`src/rtl/if_stage_pkg.sv`:
```
// Shared types, widths and FSM encodings for the RV32I instruction-fetch stage.
package if_stage_pkg;

  localparam int unsigned STALL_W     = 6;
  localparam int unsigned INST_ADDR_W = 32;
  localparam int unsigned INST_W      = 32;
  localparam int unsigned STALL_IF    = 1;

  typedef logic [STALL_W-1:0]     stall_bus_t;
  typedef logic [INST_ADDR_W-1:0] inst_addr_t;
  typedef logic [INST_W-1:0]      inst_t;

  localparam inst_t ZERO_WORD = '0;

  localparam logic [2:0] ST_IDLE = 3'd0;
  localparam logic [2:0] ST_B0   = 3'd1;
  localparam logic [2:0] ST_B1   = 3'd2;
  localparam logic [2:0] ST_B2   = 3'd3;
  localparam logic [2:0] ST_B3   = 3'd4;
  localparam logic [2:0] ST_DONE = 3'd5;

  // Byte lane being fetched in B0..B3; meaningless in other states.
  function automatic logic [1:0] byte_idx(input logic [2:0] st);
    return 2'(st - ST_B0);
  endfunction

  function automatic logic is_fetch(input logic [2:0] st);
    return (st >= ST_B0) && (st <= ST_B3);
  endfunction

endpackage

```
`src/rtl/if_stage_pc_reg.sv`:
```
// Program counter with +4 incrementer, pending-redirect flag and target latch.
module pc_reg
  import if_stage_pkg::*;
#(
  parameter inst_addr_t RESET_PC = '0
) (
  input  logic       clk,
  input  logic       rst_n,
  input  logic       branch_flag_i,
  input  inst_addr_t branch_target_i,
  input  logic       take_i,
  input  logic       inc_i,
  output logic       redirect_c_o,
  output inst_addr_t pc_o
);

  logic       pend_q, pend_d;
  inst_addr_t tgt_q, tgt_d;
  inst_addr_t pc_q, pc_d;

  // A live branch this cycle overrides any older latched target.
  assign redirect_c_o = branch_flag_i | pend_q;
  assign pc_o         = pc_q;

  always_comb begin
    pend_d = pend_q;
    tgt_d  = tgt_q;
    pc_d   = pc_q;
    if (branch_flag_i) begin
      pend_d = 1'b1;
      tgt_d  = branch_target_i;
    end
    if (take_i) begin
      pend_d = 1'b0;
      pc_d   = branch_flag_i ? branch_target_i : tgt_q;
    end else if (inc_i) begin
      pc_d = pc_q + INST_ADDR_W'(4);
    end
  end

  always_ff @(posedge clk or negedge rst_n) begin
    if (!rst_n) begin
      pend_q <= 1'b0;
      tgt_q  <= '0;
      pc_q   <= RESET_PC;
    end else begin
      pend_q <= pend_d;
      tgt_q  <= tgt_d;
      pc_q   <= pc_d;
    end
  end

endmodule

```
`src/rtl/if_stage.sv`:
```
// Instruction fetch: assembles each 32-bit instruction from four byte reads and
// holds it in DONE until IF/ID takes it or a redirect arrives.
module if_stage
  import if_stage_pkg::*;
#(
  parameter logic [31:0] RESET_PC = 32'h0000_0000
) (
  input  logic       clk,
  input  logic       rst,
  input  stall_bus_t stall,
  input  logic       branch_flag_i,
  input  inst_addr_t branch_target_i,
  output logic       mem_req_o,
  output inst_addr_t mem_addr_o,
  input  logic       mem_ack_i,
  input  logic [7:0] mem_data_i,
  output inst_addr_t pc_o,
  output inst_t      inst_o,
  output logic       stallreq_o
);

  logic [2:0] state_q, state_d;
  inst_t      inst_q, inst_d;
  logic       fetch;
  logic       redirect_c;
  logic       take;
  logic       inc;
  inst_addr_t pc;

  // stall[0] is implied by holding the PC outside DONE; upper bits belong to later stages.
  logic unused_stall;
  assign unused_stall = ^{stall[STALL_W-1:2], stall[0]};

  pc_reg #(
    .RESET_PC(RESET_PC)
  ) u_pc_reg (
    .clk            (clk),
    .rst_n          (rst),
    .branch_flag_i  (branch_flag_i),
    .branch_target_i(branch_target_i),
    .take_i         (take),
    .inc_i          (inc),
    .redirect_c_o   (redirect_c),
    .pc_o           (pc)
  );

  assign fetch      = is_fetch(state_q);
  assign mem_req_o  = fetch;
  assign mem_addr_o = fetch ? (pc + INST_ADDR_W'(byte_idx(state_q))) : pc;
  assign stallreq_o = (state_q != ST_DONE);
  assign pc_o       = pc;
  assign inst_o     = inst_q;

  // Next state; an outstanding request always completes before a redirect is taken.
  always_comb begin
    state_d = state_q;
    inst_d  = inst_q;
    take    = 1'b0;
    inc     = 1'b0;
    case (state_q)
      ST_IDLE: begin
        take    = redirect_c;
        state_d = ST_B0;
      end
      ST_B0, ST_B1, ST_B2, ST_B3: begin
        if (mem_ack_i) begin
          if (redirect_c) begin
            take    = 1'b1;
            state_d = ST_B0;
          end else begin
            inst_d[{byte_idx(state_q), 3'b000} +: 8] = mem_data_i;
            state_d = (state_q == ST_B3) ? ST_DONE : (state_q + 3'd1);
          end
        end
      end
      ST_DONE: begin
        if (redirect_c) begin
          take    = 1'b1;
          state_d = ST_B0;
        end else if (!stall[STALL_IF]) begin
          inc     = 1'b1;
          state_d = ST_B0;
        end
      end
      default: state_d = ST_IDLE;
    endcase
  end

  always_ff @(posedge clk or negedge rst) begin
    if (!rst) begin
      state_q <= ST_IDLE;
      inst_q  <= ZERO_WORD;
    end else begin
      state_q <= state_d;
      inst_q  <= inst_d;
    end
  end

endmodule

```
`config.mk`:
```
export PLATFORM = sky130hd
export DESIGN_NAME = if_stage
export DESIGN_NICKNAME = d
export VERILOG_FILES = /design/src/rtl/if_stage_pkg.sv /design/src/rtl/if_stage_pc_reg.sv /design/src/rtl/if_stage.sv
export SDC_FILE = /design/constraint.sdc
export NUM_CORES = 1
export LEC_CHECK = 0
export CORE_AREA = 2 2 109 111
export CTS_CLUSTER_DIAMETER = 150
export CTS_CLUSTER_SIZE = 25
export DETAILED_ROUTE_END_ITERATION = 12
export DIE_AREA = 0 0 111 113
export PLACE_DENSITY = 0.8
export SLEW_MARGIN = 10
export SYNTH_ARGS = -nofsm -noshare
export SYNTH_HDL_FRONTEND = slang
export SYNTH_HIERARCHICAL = 1
export SYNTH_SLANG_ARGS = --single-unit
```
`constraint.sdc`:
```
create_clock -name clk -period 3.2 [get_ports clk]
set_input_delay 0.64 -clock clk [delete_from_list [all_inputs] [get_ports clk]]
set_output_delay 0.64 -clock clk [all_outputs]
set_load 0.01 [all_outputs]
```
==> run_results.csv <==
group,metric,value,unit
status,status,"finished, violations left",
status,violations,"setup timing",
route,wl_per_cell,17.5,um
power_and_ir_drop,power,6.86,mW
route,antenna_left,0,
floorplanning,start_util,48.5,%
worst_setup_path,arrival,2.63,ns
place,dpl_cell_area,7190,um^2
route,drcViolationCount,0,
route,drt_iter0_drc,294,
worst_setup_path,crit_type,"flip-flop to primary output",
layout,final_nets,795,
synthesis,ys_ff_latch,100,
synthesis,ys.flop_type,"dfrtp_1",
synthesis,ys_warn_count,6,
worst_setup_path,r2r_setup_slack,0.32,ns
layout,fillerInstances,883,
floorplanning,die_width,111,um
grt,grt_pass1_vias,4835,
synthesis,synth-edff-count,0,
place,hpwl,10600,um
timing,slew_headroom,40.8,%
place,dp_slack,-0.128,ns
floorplanning,die-area,12500,um^2
worst_setup_path,r2r.worst_path.cells,11,
floorplanning,io_pins,148,
synthesis,netlist-cell-type-count,50,
synthesis,seq_area_frac_synth,45.8,%
layout,areaGrowthSynthToFinish,40.5,%
timing,final_max_slew_viol_count,0,
worst_setup_path,required,2.56,ns
grt,antenna_found_initial,0,
layout,postLayoutCoreUtil,68.1,%
cts,holdBufCountCts,0,
grt,grt_pass1_wl,24100,um
cts,htreeDepth,3,
cts,clk_latency,0.35,ns
grt,grt_overflow,0,
synthesis,synth_top_area_cell,"dfrtp_1",
layout,final_cell_count_no_fill,882,
worst_setup_path,start_kind,"flip-flop",
synthesis,synth.avg_cell_area,9.69,um^2
route,vias,5021,
cts,cts_buffer_depth,2,
floorplanning,die_y,113,um
synthesis,synth.top_cell.area_share,45.8,%
timing,max_freq,0.306,GHz
timing,worst_pin_slew,0.882,ns
synthesis,synth.cell_area,5460,um^2
timing,hold_violations,0,
timing,period_share,102,%
timing,finalClockSkew,0.00980,ns
layout,antenna_cells,0,
grt,grt_usage,23.7,%
cts,root_buffer,"clkbuf_16",
place,gp_congestion,0.864,
power_and_ir_drop,leakage,3.19,nW
route,routed_wirelength,15400,um
worst_setup_path,worstReg2RegStart,"state_q[1]$_DFFE_PN0P_",
synthesis,synth.area.top_cells,"dfrtp_1 46%, nand2_1 6.9%, mux2_2 6.6%",
worst_setup_path,timing.rr.end,"u_pc_reg/pc_o[31]$_DFFE_PN0N_",
route,first_pass_iters,5,
cts,clk_pin_slew,0.07,ns
synthesis,syn_inst,564,
route,viasPerCell,5.69,
synthesis,synth_nets,625,
power_and_ir_drop,p_per_area,893,nW/um^2
layout,fin_area,7680,um^2
layout,drive_gt1_share,21.4,%
timing,setup_violations,4,
grt,grt_max_degree,62,
cts,cts_tree,"yes",
worst_hold_path,hold_class,"input port to async pin",
job,cap_violations,0,
timing,fin_ws,-0.0693,ns
worst_setup_path,crit_fanout,6,
cts,cts_buffers,9,
synthesis,async_flop_share,100,%
power_and_ir_drop,vdd_ir_drop_max,0.542,mV
floorplanning,core_area,11300,um^2
timing,fin_crit,3.27,ns
cts,clkSinkCount,100,
place,place_inst,857,
floorplanning,rows,39,
place,io_buffer_count,142,
synthesis,yosys-top-cells-count,"100 x dfrtp_1, 100 x nand2_1, 55 x o21ai_0",
worst_setup_path,end_kind,"primary output",
timing,rsz0062_at_grt,"true",
[routing by layer]
layer,vias up,GRT usage (%),share of wire [%]
li1,2339,-,-
met5,-,0,0
met1,2461,31.3,43
met3,24,5.41,6.2
met2,197,39.1,49
met4,0,7.25,1.5
[worst max-delay path: stages (launching register included)]
cell,delay [ns]
dfrtp_1,0.39
inv_2,0.08
buf_4,0.15
ha_1,0.19
fa_2,0.30
nand3_4,0.15
nor4_2,0.29
xor2_1,0.17
clkdlybuf4s50_1,0.55
[flip-flops by register name (all words and copies together) (netlist names)]
signal,count
inst_o,32
state_q,3
u_pc_reg/pc_o,32
u_pc_reg/pend_q,1
u_pc_reg/tgt_q,32
[worst max path at each step]
stage / startpoint / end / slack, ns / depth (start not counted)
after CTS: state_q[1]$_DFFE_PN0P_ / mem_addr_o[26] / -0.24 / 8
after global placement: branch_flag_i / u_pc_reg/pc_o[30]$_DFFE_PN0N_ / -0.08 / 8
after detailed placement: branch_flag_i / u_pc_reg/pc_o[28]$_DFFE_PN0N_ / -0.13 / 8
after floorplan: branch_flag_i / u_pc_reg/pc_o[31]$_DFFE_PN0N_ / 0.06 / 9
after global routing: state_q[0]$_DFFE_PN0P_ / mem_addr_o[30] / -0.19 / 8
final: state_q[0]$_DFFE_PN0P_ / mem_addr_o[30] / -0.07 / 8
[final cells by class]
class / instances / area, um^2 / share of cell area, %
sequential: 100 / 2500 / 32.6
tap: 143 / 179 / 2.33
clock inverter: 5 / 58.8 / 0.766
timing repair buffer: 187 / 1720 / 22.4
multi-input combinational: 422 / 2920 / 38.1
clock buffer: 11 / 243 / 3.16
inverter: 14 / 52.6 / 0.684
[where the power goes]
group	internal, mW	switching (mW)
Clock	0.629	0.480
Sequential	1.60	0.407
Combinational	1.79	1.95
[repair_timing]
item | CTS | global route
pin swaps | 3 | 7
cloned | 1 | 0
setup endpoints to repair | 30 | 26
gates resized for setup | 54 | 48
setup buffers | 0 | 8
[stage by stage]
step | setup TNS, ns | hold WS [ns]
floorplan | 0 | 0.344
global placement | -0.480 | 0.462
detailed placement | -0.758 | 0.472
CTS | -2.11 | 0.398
global route | -0.719 | 0.442
finish | -0.108 | 0.366
[cell families after synthesis]
logic type               share of synthesized area [%]
AND/OR/NAND/NOR                                   24.1
flip-flops                                        45.8
AO/OA/AOI/OAI                                     8.54
XOR/XNOR                                          7.21
buffers and inverters                             4.14
multiplexers                                      7.51
adder cells (fa/ha/maj)                           2.66
[placed cells by master (no fill, tap or decap), drive strengths merged, types with 2 or more instances in the layout]
cell,n
a31oi,14
and2,3
and3,8
and4,7
buf,53
clkbuf,20
clkdlybuf4s50,110
clkinvlp,2
dfrtp,100
dlygate4sd2,5
dlymetal6s2s,9
ha,10
inv,15
mux2,34
mux2i,2
nand2,100
nand3,22
nand4,20
nor2,26
nor2b,2
nor3,15
nor4,19
o21ai,58
o31ai,8
or3,10
or4,9
xnor2,17
xor2,28
Note: power is estimated with default switching activity, not from simulation.
